`src/rtl/hazard_scoreboard_pkg.sv`:
```
// ---------------------------------------------------------------------------
// hazard_scoreboard_pkg
// Shared constants for the decode-stage hazard scoreboard: default register
// file address width, bit positions of the fields inside a packed in-flight
// entry, and single-bit ZERO/ONE constants.
// Packed entry layout (LSB first): dest[REG_ADDR_W-1:0], mem_read, wb_en, valid.
// Optional feature macro used by the block: HAZARD_FWD_SEL_EN.
// ---------------------------------------------------------------------------
package hazard_scoreboard_pkg;

    localparam int   REGISTER_FILE_ADDRESS_LEN = 4;
    localparam logic ZERO                      = 1'b0;
    localparam logic ONE                       = 1'b1;

    // Total width of one packed in-flight entry.
    function automatic int entry_width(input int aw);
        return aw + 3;
    endfunction

    // Bit position of the mem_read flag (sits directly above dest).
    function automatic int entry_mr_bit(input int aw);
        return aw;
    endfunction

    // Bit position of the wb_en flag.
    function automatic int entry_wb_bit(input int aw);
        return aw + 1;
    endfunction

    // Bit position of the valid flag (MSB of the entry).
    function automatic int entry_valid_bit(input int aw);
        return aw + 2;
    endfunction

endpackage

```
`src/rtl/hazard_scoreboard_if.sv`:
```
// ---------------------------------------------------------------------------
// hazard_scoreboard_if
// Groups the decode-side control/operand signals and the scoreboard results.
//   slave  : scoreboard side (receives ID fields and pipeline controls,
//            drives hazard, stall_cnt and, with HAZARD_FWD_SEL_EN defined,
//            fwd_sel1/fwd_sel2).
//   master : decode/controller side.
// Macro: HAZARD_FWD_SEL_EN adds the forwarding-select outputs.
// ---------------------------------------------------------------------------
interface hazard_scoreboard_if
    import hazard_scoreboard_pkg::*;
#(
    parameter int REG_ADDR_W = REGISTER_FILE_ADDRESS_LEN,
    parameter int CNT_W      = 16
`ifdef HAZARD_FWD_SEL_EN
    , parameter int DEPTH    = 2
`endif
) ();

    logic                  fwd_en;
    logic                  freeze;
    logic                  flush;
    logic                  id_valid;
    logic [REG_ADDR_W-1:0] id_src1;
    logic [REG_ADDR_W-1:0] id_src2;
    logic                  id_two_src;
    logic                  id_wb_en;
    logic [REG_ADDR_W-1:0] id_dest;
    logic                  id_mem_read;
    logic                  cnt_clr;
    logic                  hazard;
    logic [CNT_W-1:0]      stall_cnt;
`ifdef HAZARD_FWD_SEL_EN
    logic [$clog2(DEPTH+1)-1:0] fwd_sel1;
    logic [$clog2(DEPTH+1)-1:0] fwd_sel2;
`endif

    modport slave (
        input  fwd_en, freeze, flush, id_valid, id_src1, id_src2, id_two_src,
        input  id_wb_en, id_dest, id_mem_read, cnt_clr,
`ifdef HAZARD_FWD_SEL_EN
        output fwd_sel1, fwd_sel2,
`endif
        output hazard, stall_cnt
    );

    modport master (
        output fwd_en, freeze, flush, id_valid, id_src1, id_src2, id_two_src,
        output id_wb_en, id_dest, id_mem_read, cnt_clr,
`ifdef HAZARD_FWD_SEL_EN
        input  fwd_sel1, fwd_sel2,
`endif
        input  hazard, stall_cnt
    );

endinterface

```
`src/rtl/hazard_tag_match.sv`:
```
// ---------------------------------------------------------------------------
// hazard_tag_match
// Compares one decode source register against every in-flight tag and
// returns a per-entry match vector.
//   en    : source is actually read by the ID instruction
//   src   : source register address
//   live  : per-entry valid & wb_en
//   dest  : per-entry destination tag
//   match : per-entry hit (entry 0 = EXE)
// ---------------------------------------------------------------------------
module hazard_tag_match
    import hazard_scoreboard_pkg::*;
#(
    parameter int REG_ADDR_W = REGISTER_FILE_ADDRESS_LEN,
    parameter int DEPTH      = 2
) (
    input  logic                             en,
    input  logic [REG_ADDR_W-1:0]            src,
    input  logic [DEPTH-1:0]                 live,
    input  logic [DEPTH-1:0][REG_ADDR_W-1:0] dest,
    output logic [DEPTH-1:0]                 match
);

    // Per-entry tag comparison.
    always_comb begin
        match = {DEPTH{1'b0}};
        for (int k = 0; k < DEPTH; k++) begin
            match[k] = en & live[k] & (dest[k] == src);
        end
    end

endmodule

```
`src/rtl/hazard_scoreboard.sv`:
```
// ---------------------------------------------------------------------------
// hazard_scoreboard
// Decode-stage hazard detector tracking DEPTH in-flight destination tags
// (entry 0 = EXE, entry DEPTH-1 = stage just before writeback).
// Ports:
//   clk, rst : clock, synchronous active-high reset
//   bus      : hazard_scoreboard_if.slave (ID fields, fwd_en, freeze, flush,
//              cnt_clr in; combinational hazard and saturating stall_cnt out)
// Parameters: REG_ADDR_W, DEPTH (>=1), LOAD_LAT (1..DEPTH), CNT_W.
// Macro: HAZARD_FWD_SEL_EN adds fwd_sel1/fwd_sel2 (0 = register file,
// k = forward from entry k-1, youngest match wins).
// ---------------------------------------------------------------------------
module hazard_scoreboard
    import hazard_scoreboard_pkg::*;
#(
    parameter int REG_ADDR_W = REGISTER_FILE_ADDRESS_LEN,
    parameter int DEPTH      = 2,
    parameter int LOAD_LAT   = 1,
    parameter int CNT_W      = 16
) (
    input  logic                clk,
    input  logic                rst,
    hazard_scoreboard_if.slave  bus
);

    localparam int EW        = entry_width(REG_ADDR_W);
    localparam int MR_BIT    = entry_mr_bit(REG_ADDR_W);
    localparam int WB_BIT    = entry_wb_bit(REG_ADDR_W);
    localparam int VALID_BIT = entry_valid_bit(REG_ADDR_W);

    logic [DEPTH-1:0][EW-1:0]         entries_r;
    logic [DEPTH-1:0]                 live_s;
    logic [DEPTH-1:0]                 mr_s;
    logic [DEPTH-1:0][REG_ADDR_W-1:0] dest_s;
    logic [DEPTH-1:0]                 match1_s;
    logic [DEPTH-1:0]                 match2_s;
    logic [DEPTH-1:0]                 any_s;
    logic                             hazard_raw_s;
    logic                             hazard_s;
    logic                             issue_s;
    logic [EW-1:0]                    id_entry_s;
    logic [CNT_W-1:0]                 stall_cnt_r;

    // Unpack the registered entries into per-field vectors.
    always_comb begin
        live_s = {DEPTH{1'b0}};
        mr_s   = {DEPTH{1'b0}};
        dest_s = {(DEPTH*REG_ADDR_W){1'b0}};
        for (int k = 0; k < DEPTH; k++) begin
            live_s[k] = entries_r[k][VALID_BIT] & entries_r[k][WB_BIT];
            mr_s[k]   = entries_r[k][MR_BIT];
            dest_s[k] = entries_r[k][REG_ADDR_W-1:0];
        end
    end

    hazard_tag_match #(.REG_ADDR_W(REG_ADDR_W), .DEPTH(DEPTH)) u_match_src1 (
        .en    (ONE),
        .src   (bus.id_src1),
        .live  (live_s),
        .dest  (dest_s),
        .match (match1_s)
    );

    hazard_tag_match #(.REG_ADDR_W(REG_ADDR_W), .DEPTH(DEPTH)) u_match_src2 (
        .en    (bus.id_two_src),
        .src   (bus.id_src2),
        .live  (live_s),
        .dest  (dest_s),
        .match (match2_s)
    );

    // Hazard reduction: with forwarding only a load still inside the
    // non-forwardable window (entries 0..LOAD_LAT-1) blocks the ID stage.
    always_comb begin
        any_s        = match1_s | match2_s;
        hazard_raw_s = ZERO;
        if (bus.fwd_en) begin
            for (int k = 0; k < DEPTH; k++) begin
                if (k < LOAD_LAT) begin
                    hazard_raw_s = hazard_raw_s | (any_s[k] & mr_s[k]);
                end else begin
                    hazard_raw_s = hazard_raw_s;
                end
            end
        end else begin
            hazard_raw_s = |any_s;
        end
        hazard_s   = bus.id_valid & ~bus.flush & hazard_raw_s;
        issue_s    = bus.id_valid & ~bus.flush & ~hazard_s;
        id_entry_s = {ONE, bus.id_wb_en, bus.id_mem_read, bus.id_dest};
    end

    // In-flight tag shift register; a stall or flush pushes a bubble.
    always_ff @(posedge clk) begin
        if (rst) begin
            entries_r <= {(DEPTH*EW){1'b0}};
        end else if (bus.freeze) begin
            entries_r <= entries_r;
        end else begin
            for (int k = 1; k < DEPTH; k++) begin
                entries_r[k] <= entries_r[k-1];
            end
            entries_r[0] <= issue_s ? id_entry_s : {EW{1'b0}};
        end
    end

    // Saturating stall-cycle counter; clear wins over increment and freeze.
    always_ff @(posedge clk) begin
        if (rst) begin
            stall_cnt_r <= {CNT_W{1'b0}};
        end else if (bus.cnt_clr) begin
            stall_cnt_r <= {CNT_W{1'b0}};
        end else if (hazard_s & ~bus.freeze & ~(&stall_cnt_r)) begin
            stall_cnt_r <= stall_cnt_r + CNT_W'(1'b1);
        end else begin
            stall_cnt_r <= stall_cnt_r;
        end
    end

    assign bus.hazard    = hazard_s;
    assign bus.stall_cnt = stall_cnt_r;

`ifdef HAZARD_FWD_SEL_EN
    localparam int FSEL_W = $clog2(DEPTH+1);

    logic [FSEL_W-1:0] sel1_s;
    logic [FSEL_W-1:0] sel2_s;

    // Forward select: scan oldest to youngest so the youngest match wins.
    always_comb begin
        sel1_s = {FSEL_W{1'b0}};
        sel2_s = {FSEL_W{1'b0}};
        for (int k = DEPTH - 1; k >= 0; k--) begin
            sel1_s = match1_s[k] ? FSEL_W'(k + 1) : sel1_s;
            sel2_s = match2_s[k] ? FSEL_W'(k + 1) : sel2_s;
        end
    end

    assign bus.fwd_sel1 = sel1_s;
    assign bus.fwd_sel2 = sel2_s;
`endif

endmodule

```
`src/flat_wrapper.sv`:
```
// flat-port wrapper written by rule: the top's interface ports become plain ports
module hazard_scoreboard_flat import hazard_scoreboard_pkg::*;
#(
    parameter int REG_ADDR_W = REGISTER_FILE_ADDRESS_LEN,
    parameter int DEPTH      = 2,
    parameter int LOAD_LAT   = 1,
    parameter int CNT_W      = 16
)
  (clk, rst, bus_fwd_en, bus_freeze, bus_flush, bus_id_valid, bus_id_src1, bus_id_src2, bus_id_two_src, bus_id_wb_en, bus_id_dest, bus_id_mem_read, bus_cnt_clr, bus_hazard, bus_stall_cnt);
  hazard_scoreboard_if #(.REG_ADDR_W(REG_ADDR_W), .CNT_W(CNT_W)) bus_i ();
  input  logic clk;
  input  logic rst;
  input wire logic [$bits(bus_i.fwd_en)-1:0] bus_fwd_en;
  input wire logic [$bits(bus_i.freeze)-1:0] bus_freeze;
  input wire logic [$bits(bus_i.flush)-1:0] bus_flush;
  input wire logic [$bits(bus_i.id_valid)-1:0] bus_id_valid;
  input wire logic [$bits(bus_i.id_src1)-1:0] bus_id_src1;
  input wire logic [$bits(bus_i.id_src2)-1:0] bus_id_src2;
  input wire logic [$bits(bus_i.id_two_src)-1:0] bus_id_two_src;
  input wire logic [$bits(bus_i.id_wb_en)-1:0] bus_id_wb_en;
  input wire logic [$bits(bus_i.id_dest)-1:0] bus_id_dest;
  input wire logic [$bits(bus_i.id_mem_read)-1:0] bus_id_mem_read;
  input wire logic [$bits(bus_i.cnt_clr)-1:0] bus_cnt_clr;
  output wire logic [$bits(bus_i.hazard)-1:0] bus_hazard;
  output wire logic [$bits(bus_i.stall_cnt)-1:0] bus_stall_cnt;
  assign bus_i.fwd_en = bus_fwd_en;
  assign bus_i.freeze = bus_freeze;
  assign bus_i.flush = bus_flush;
  assign bus_i.id_valid = bus_id_valid;
  assign bus_i.id_src1 = bus_id_src1;
  assign bus_i.id_src2 = bus_id_src2;
  assign bus_i.id_two_src = bus_id_two_src;
  assign bus_i.id_wb_en = bus_id_wb_en;
  assign bus_i.id_dest = bus_id_dest;
  assign bus_i.id_mem_read = bus_id_mem_read;
  assign bus_i.cnt_clr = bus_cnt_clr;
  assign bus_hazard = bus_i.hazard;
  assign bus_stall_cnt = bus_i.stall_cnt;
  hazard_scoreboard #(.REG_ADDR_W(REG_ADDR_W), .DEPTH(DEPTH), .LOAD_LAT(LOAD_LAT), .CNT_W(CNT_W)) u_core (.clk(clk), .rst(rst), .bus(bus_i));
endmodule
```
`config.mk`:
```
export PLATFORM = sky130hd
export DESIGN_NAME = hazard_scoreboard_flat
export DESIGN_NICKNAME = d
export VERILOG_FILES = /design/src/rtl/hazard_scoreboard_pkg.sv /design/src/rtl/hazard_scoreboard_if.sv /design/src/rtl/hazard_tag_match.sv /design/src/rtl/hazard_scoreboard.sv /design/src/flat_wrapper.sv
export SDC_FILE = /design/constraint.sdc
export NUM_CORES = 1
export LEC_CHECK = 0
export ABC_AREA = 1
export ABC_CLOCK_PERIOD_IN_PS = 1800
export BUFFER_PORTS_ARGS = -buffer_cell sky130_fd_sc_hd__buf_2
export CAP_MARGIN = 20
export CORE_AREA = 2 2 61 63
export DETAILED_ROUTE_END_ITERATION = 8
export DIE_AREA = 0 0 63 65
export GPL_TIMING_DRIVEN = 1
export PLACE_DENSITY = 0.84
export SETUP_SLACK_MARGIN = 0.02
export SLEW_MARGIN = 20
export SYNTH_ARGS = -nofsm -noshare
export SYNTH_HDL_FRONTEND = slang
export SYNTH_SLANG_ARGS = --single-unit
export TNS_END_PERCENT = 20
```
`constraint.sdc`:
```
create_clock -name clk -period 1.8 [get_ports clk]
set_input_delay 0.18 -clock clk [delete_from_list [all_inputs] [get_ports clk]]
set_output_delay 0.18 -clock clk [all_outputs]
set_load 0.1 [all_outputs]
```
==> results of run 1 <==
-- logic make-up after synthesis --
group,share of synthesized area [%]
AOI/OAI and AO/OA,11.02
xor gates and xnor gates,7.277
adders and majority gates,0.6929
buffers and inverters,8.316
DFF,32.16
and+or+nand+nor,40.54
-- worst paths after layout --
kind	start	to
max	u_core.dest_s[2]	bus_hazard
min	bus_id_dest[3]	u_core.dest_s[3]
max reg2reg	u_core.bus.stall_cnt[0]	u_core.bus.stall_cnt[2]
min reg2reg	u_core.entries_r[13]	u_core.entries_r[13]
-- cells in the mapped netlist --
master	n
o21ai_0	3
buf_12	1
nor2_2	1
xor2_1	9
ha_1	1
nand4_4	1
a21oi_2	9
a211oi_1	4
and3_1	1
nand3_4	1
dfxtp_1	29
nor3b_4	1
nand2_2	11
nand3b_1	1
nand4_1	16
inv_1	25
clkinv_1	1
a21oi_1	15
buf_2	2
nor2_1	31
nand2_1	77
clkbuf_1	6
nand3_1	15
nor3_1	1
xnor2_1	6
-- per-stage QoR --
stage | std cells | hold slack, ps | power (W) | setup TNS [ps] | util, %
finish | 364 | 100.8 | 0.001173 | -80.68 | 64.67
global route | 364 | 98.79 | 0.001234 | -169.7 | 64.67
CTS | 359 | 100.5 | 0.001185 | -39.51 | 62.85
detailed placement | 349 | 454.6 | 0.0007783 | 0 | 60.24
global placement | 349 | 444.4 | 0.0007751 | 0 | 60.24
floorplan | 268 | 258.5 | 0.0007301 | 0 | -
-- sequential cells by signal, indices dropped and copies added, names as in the netlist --
register,count
u_core.bus.stall_cnt,16
u_core.dest_s,8
u_core.entries_r,5
-- final cells by class --
cell class                      count  share of cell area [%]
Multi-Input combinational cell    204                   48.42
Inverter                           26                   4.483
Sequential cell                    29                   28.00
Timing Repair Buffer               49                   13.84
Tap cell                           48                   2.656
Clock buffer                        8                   2.601
-- tightest hold or removal path, delay by kind of cell --
| kind | cells | cell delay (ps) |
|---|---|---|
| compound gates | 1 | 50 |
| buf+inv | 1 | 90 |
| simple gates | 1 | 70 |
-- layer usage --
metal / share of wire, % / GRT usage (%) / up-vias / wire length (um)
li1: - / - / 967 / -
met1: 44 / 28.03 / 880 / 1929
met2: 50 / 38.30 / 63 / 2212
met3: 4.7 / 3.993 / 7 / 205
met4: 1.1 / 10.56 / 0 / 48
met5: 0 / 0 / - / 0
-- report_power, final --
part / leakage (nW) / internal, W / switching, W
registers: 0.249 / 0.000637 / 0.00000892
logic: 0.697 / 0.0000492 / 0.0000715
clock network: 0.0326 / 0.000192 / 0.000214
total: 0.978 / 0.000879 / 0.000294
-- what timing repair did --
action,CTS,global route
gates cloned,0,0
setup endpoints to repair,1,16
buffers inserted,2,5
pin swaps,2,13
resized for setup,10,9
==> run metrics, run 1 <==
pre-CTS setup slack 98.52 ps; GRT Total Usage 22.67%; CTS tree yes; Sink Count 29; Multi-input gate area 1095 um^2; Mapped Cells 268; Slew Viols, Final 0; initial antenna violation count 0; critical path depth in cells 11; biggest area consumer among synthesized cells dfxtp_1; pin count of the biggest net entering global routing 24; top cells by area, synth dfxtp_1 (32%), nand2_1 (16%), nor2_1 (6.4%); max incr delay on CP 380 ps; Syn Area/Cell 6.737 um^2; clock tree buffer depth 2; vias after detailed routing 1,917; antenna cells 0; min-delay worst type input pin to flop; Core Area 3496 um^2; area share of the largest cell type after synthesis 32.16%; first-pass GRT wire length 7458 um; register area 633.1 um^2; DP Area 2106 um^2; failing checks setup timing; CTS buffer count 5; Post-DP HPWL 3172 um; hold buffer count at CTS 0; most common cell after layout, fill and taps aside nand2_1; I/O pins 39; critical path's most frequent cell nand2_1; Maximum Capacitance Violations 0; Tmin final 1881 ps; synth unique cells 25; GRT overflow 0; vias in the first global route 1,741; endpoints failing setup 1; Starting Density 51.65%; Reg clk slew, reported paths 80 ps; nets 338; hold path depth 3; DR iter-0 viols 100; CP Class flop to primary output; CP Buf/Inv Count 3; CTS root buffer clkbuf_4; Die Ht 65 um; FP Rows 22; Critical Path Source Type flop; post-route cell area 2261 um^2; Mapped Nets 291; layout cells sized above 1 35.13%; die area 4095 um^2; Crit-path slowest cell dfxtp_4; crit share post-route 104.5%; area growth from synthesis to layout 25.23%; antenna-violating nets left 0; fill cell count 326; Final Hold Fails 0; Least-Margin Pin Slew 496.2 ps; CP max FO 5; Clock Skews 4.588 ps; setup slack, reg-to-reg 210 ps; WP data required 1620 ps; WL/cell 12.08 um; Seq/Total Area, Yosys 32.16%; # DRC 0; worst vdd ir 0.0002917 V; FMAX 531.7 MHz; netlist area before placement 1805 um^2; H-tree levels 2; vias per cell 5.266; final wirelength 4396 um; max_slew headroom 67.15%; die width 63 um; #FFs+latches synth 29; most frequent cells in the layout nand2_1 (74), buf_2 (37), nor2_1 (30), inv_1 (19), nand4_1 (16); crit-path cells inv_2 -> nand2_1 -> nand2_1 -> nor2_1 -> nand3_1 -> nand2_1 -> nand2_2 -> nand2_4 -> clkinvlp_4 -> nor2_4 -> buf_12; kind of end point of the critical path primary output; largest delay contributor family on the critical path simple AND/OR/NAND/NOR gates; pwr/cell area 518.8 nW/um^2; outcome finished with violations; R2R depth 7; PortBufs 38; RSZ-0062 raised after global routing yes; Yosys warning count 0; Pleak 0.9780 nW; worst skew pair latency 320 ps; gpl congestion 0.8816; setup ws final -80.68 ps; Worst EP arrival 1700 ps; first-pass detailed-route iteration total 4
Power figures use the tool's default switching activity.
==> inputs of run 2 (changes only) <==
==> constraint.sdc (replaced) <==
create_clock -name clk -period 1.8 [get_ports clk]
set_input_delay 0.09 -clock clk [delete_from_list [all_inputs] [get_ports clk]]
set_output_delay 0.09 -clock clk [all_outputs]
set_load 0.1 [all_outputs]
==> run 2 against run 1 <==
Compared with the run above:
- the flow now finishes without violations
- via count down 4.0%
- combinational power about the same
- sequential power about the same
- final area up 1.0%
- non-clock buffer count unchanged
- total power up 4.5%
- sequential share of layout area down 0.33 points
- register-to-register slack worse by 70 ps
- maximum frequency up 6.1%
- cell count up 0.27%
- largest cell class unchanged
- highest routed layer unchanged
==> run metrics, run 2 (synthesis results as in run 1) <==
crit-path cells inv_2 -> nand2_1 -> nand2_1 -> nor2_1 -> nand3_1 -> nand2_2 -> nand2_2 -> nand2_4 -> clkinvlp_4 -> nor2_4 -> buf_12; die width 63 um (unchanged); Maximum Capacitance Violations 0 (unchanged); Tot Pwr 0.001226 W (+4.5%); Starting Density 51.65% (unchanged); FMAX 564.4 MHz (+6.1%); first-pass GRT wire length 6796 um (-8.9%); gpl congestion 0.9011 (+2.2%); first-pass detailed-route iteration total 5 (+1); DP Area 2098 um^2 (-0.36%); vias per cell 5.041 (-4.3%); GRT Total Usage 20.91% (-1.8 points); final wirelength 4352 um (-1.0%); hold buffer count at CTS 0 (unchanged); most frequent cells in the layout nand2_1 (72), buf_2 (37), nor2_1 (29), inv_1 (20), nand4_1 (16); Core Area 3496 um^2 (unchanged); FP Rows 22 (unchanged); Pleak 0.9802 nW (+0.22%); Die Ht 65 um (unchanged); endpoints failing setup 0 (-1); PortBufs 38 (unchanged); area growth from synthesis to layout 26.47%; CTS buffer count 5 (unchanged); Worst EP arrival 1680 ps (-20 ps); pin count of the biggest net entering global routing 23 (-4.2%); worst vdd ir 0.0004234 V (+45%); kind of end point of the critical path primary output; CTS tree yes; number of flip-flops in the largest register 16 (unchanged); vias in the first global route 1,558 (-11%); vias after detailed routing 1,840 (-4.0%); worst skew pair latency 330 ps (about the same); fill cell count 303 (-7.1%); Crit-path slowest cell dfxtp_4; nets 339 (+0.30%); I/O pins 39 (unchanged); most common cell after layout, fill and taps aside nand2_1; layout cells sized above 1 36.91% (+1.8 points); post-route cell area 2283 um^2 (+1.0%); antenna-violating nets left 0 (unchanged); Critical Path Source Type flop; max incr delay on CP 380 ps (about the same); CP Class flop to primary output; clock tree buffer depth 2 (unchanged); Sink Count 29 (unchanged); WL/cell 11.92 um (-1.3%); Reg clk slew, reported paths 90 ps (about the same); RSZ-0062 raised after global routing yes; crit share post-route 98.44% (-6.0 points); WP data required 1710 ps (+90 ps); DR iter-0 viols 106 (+6.0%); Slew Viols, Final 0 (unchanged); CTS root buffer clkbuf_4; H-tree levels 2 (unchanged); setup tns final 0 ps (+80.68 ps); pwr/cell area 536.8 nW/um^2 (+3.5%); outcome finished clean; Tmin final 1772 ps (-108.8 ps); CP max FO 5 (unchanged); max_slew headroom 67.07% (-0.081 points); Clock Skews 9.753 ps (+5.165 ps); antenna cells 0 (unchanged); GRT overflow 0 (unchanged); min-delay worst type input pin to flop; die area 4095 um^2 (unchanged); Final Hold Fails 0 (unchanged); Post-DP HPWL 2968 um (-6.4%); initial antenna violation count 0 (unchanged); Least-Margin Pin Slew 497.4 ps (+1.229 ps); # DRC 0 (unchanged)
## run 2: changes by cell type in the layout (fill, tap and decap cells not counted), moves of 2 or more
cell      previous run  this run
dfxtp_2             12        14
nand2_2             13        15
nand2_1             74        72
clkbuf_1             2         0
## run 2: routing by layer
metal	vias to the layer above	part of all wire [%]	GRT usage, %
li1	962	-	-
met1	821	46	27.37
met2	48	46	33.51
met3	9	5.7	5.208
met4	0	1.6	7.222
met5	-	0	0
## run 2: layout make-up
type / instances / area, um^2 / share of cell area, %
multi-input cells: 205 / 1120 / 49.04
inverters: 26 / 101.3 / 4.438
well taps: 48 / 60.06 / 2.630
clock buffers: 7 / 65.06 / 2.849
repair buffers: 49 / 300.3 / 13.15
clock inverters: 1 / 5.005 / 0.2192
flip-flops and latches: 29 / 631.9 / 27.67
## run 2: timing repair
action,CTS,global route
cloned,0,1
buffers inserted,2,6
endpoints found under the setup margin,1,17
endpoints found under the hold margin,0,0
pin swaps,1,14
resized for setup,5,17
## run 2: stage by stage
stage	instances	setup slack (ps)	hold WS, ps	utilization, %
CTS	358	23.96	18.86	62.81
detailed placement	348	134.5	370.4	60.02
floorplan	268	14.40	168.5	-
global route	365	-101.5	11.59	65.32
global placement	348	149.9	365.4	60.02
finish	365	28.08	27.74	65.32
## run 2: final timing paths
path | start | end | slack [ps] | cells after the start
worst max register to register | u_core.dest_s[2] | u_core.bus.stall_cnt[12] | 140 | 14
worst min register to register | u_core.entries_r[13] | u_core.entries_r[13] | 460 | 2
worst min-delay path | bus_id_wb_en | u_core.entries_r[5] | 30 | 3
worst max-delay path | u_core.dest_s[2] | bus_hazard | 30 | 11
## run 2: critical path: cells and delay by family, from the launching register on
family	cells	cell delay (ps)
buffers and inverters	3	320
DFF	1	380
and+or+nand+nor	8	640
## run 2: report_power, final
part / total [W] / internal, W / leakage [nW] / switching [W]
Combinational: 0.000121 / 0.0000491 / 0.690 / 0.0000717
Sequential: 0.000647 / 0.000639 / 0.249 / 0.00000847
Clock: 0.000458 / 0.000226 / 0.0413 / 0.000232
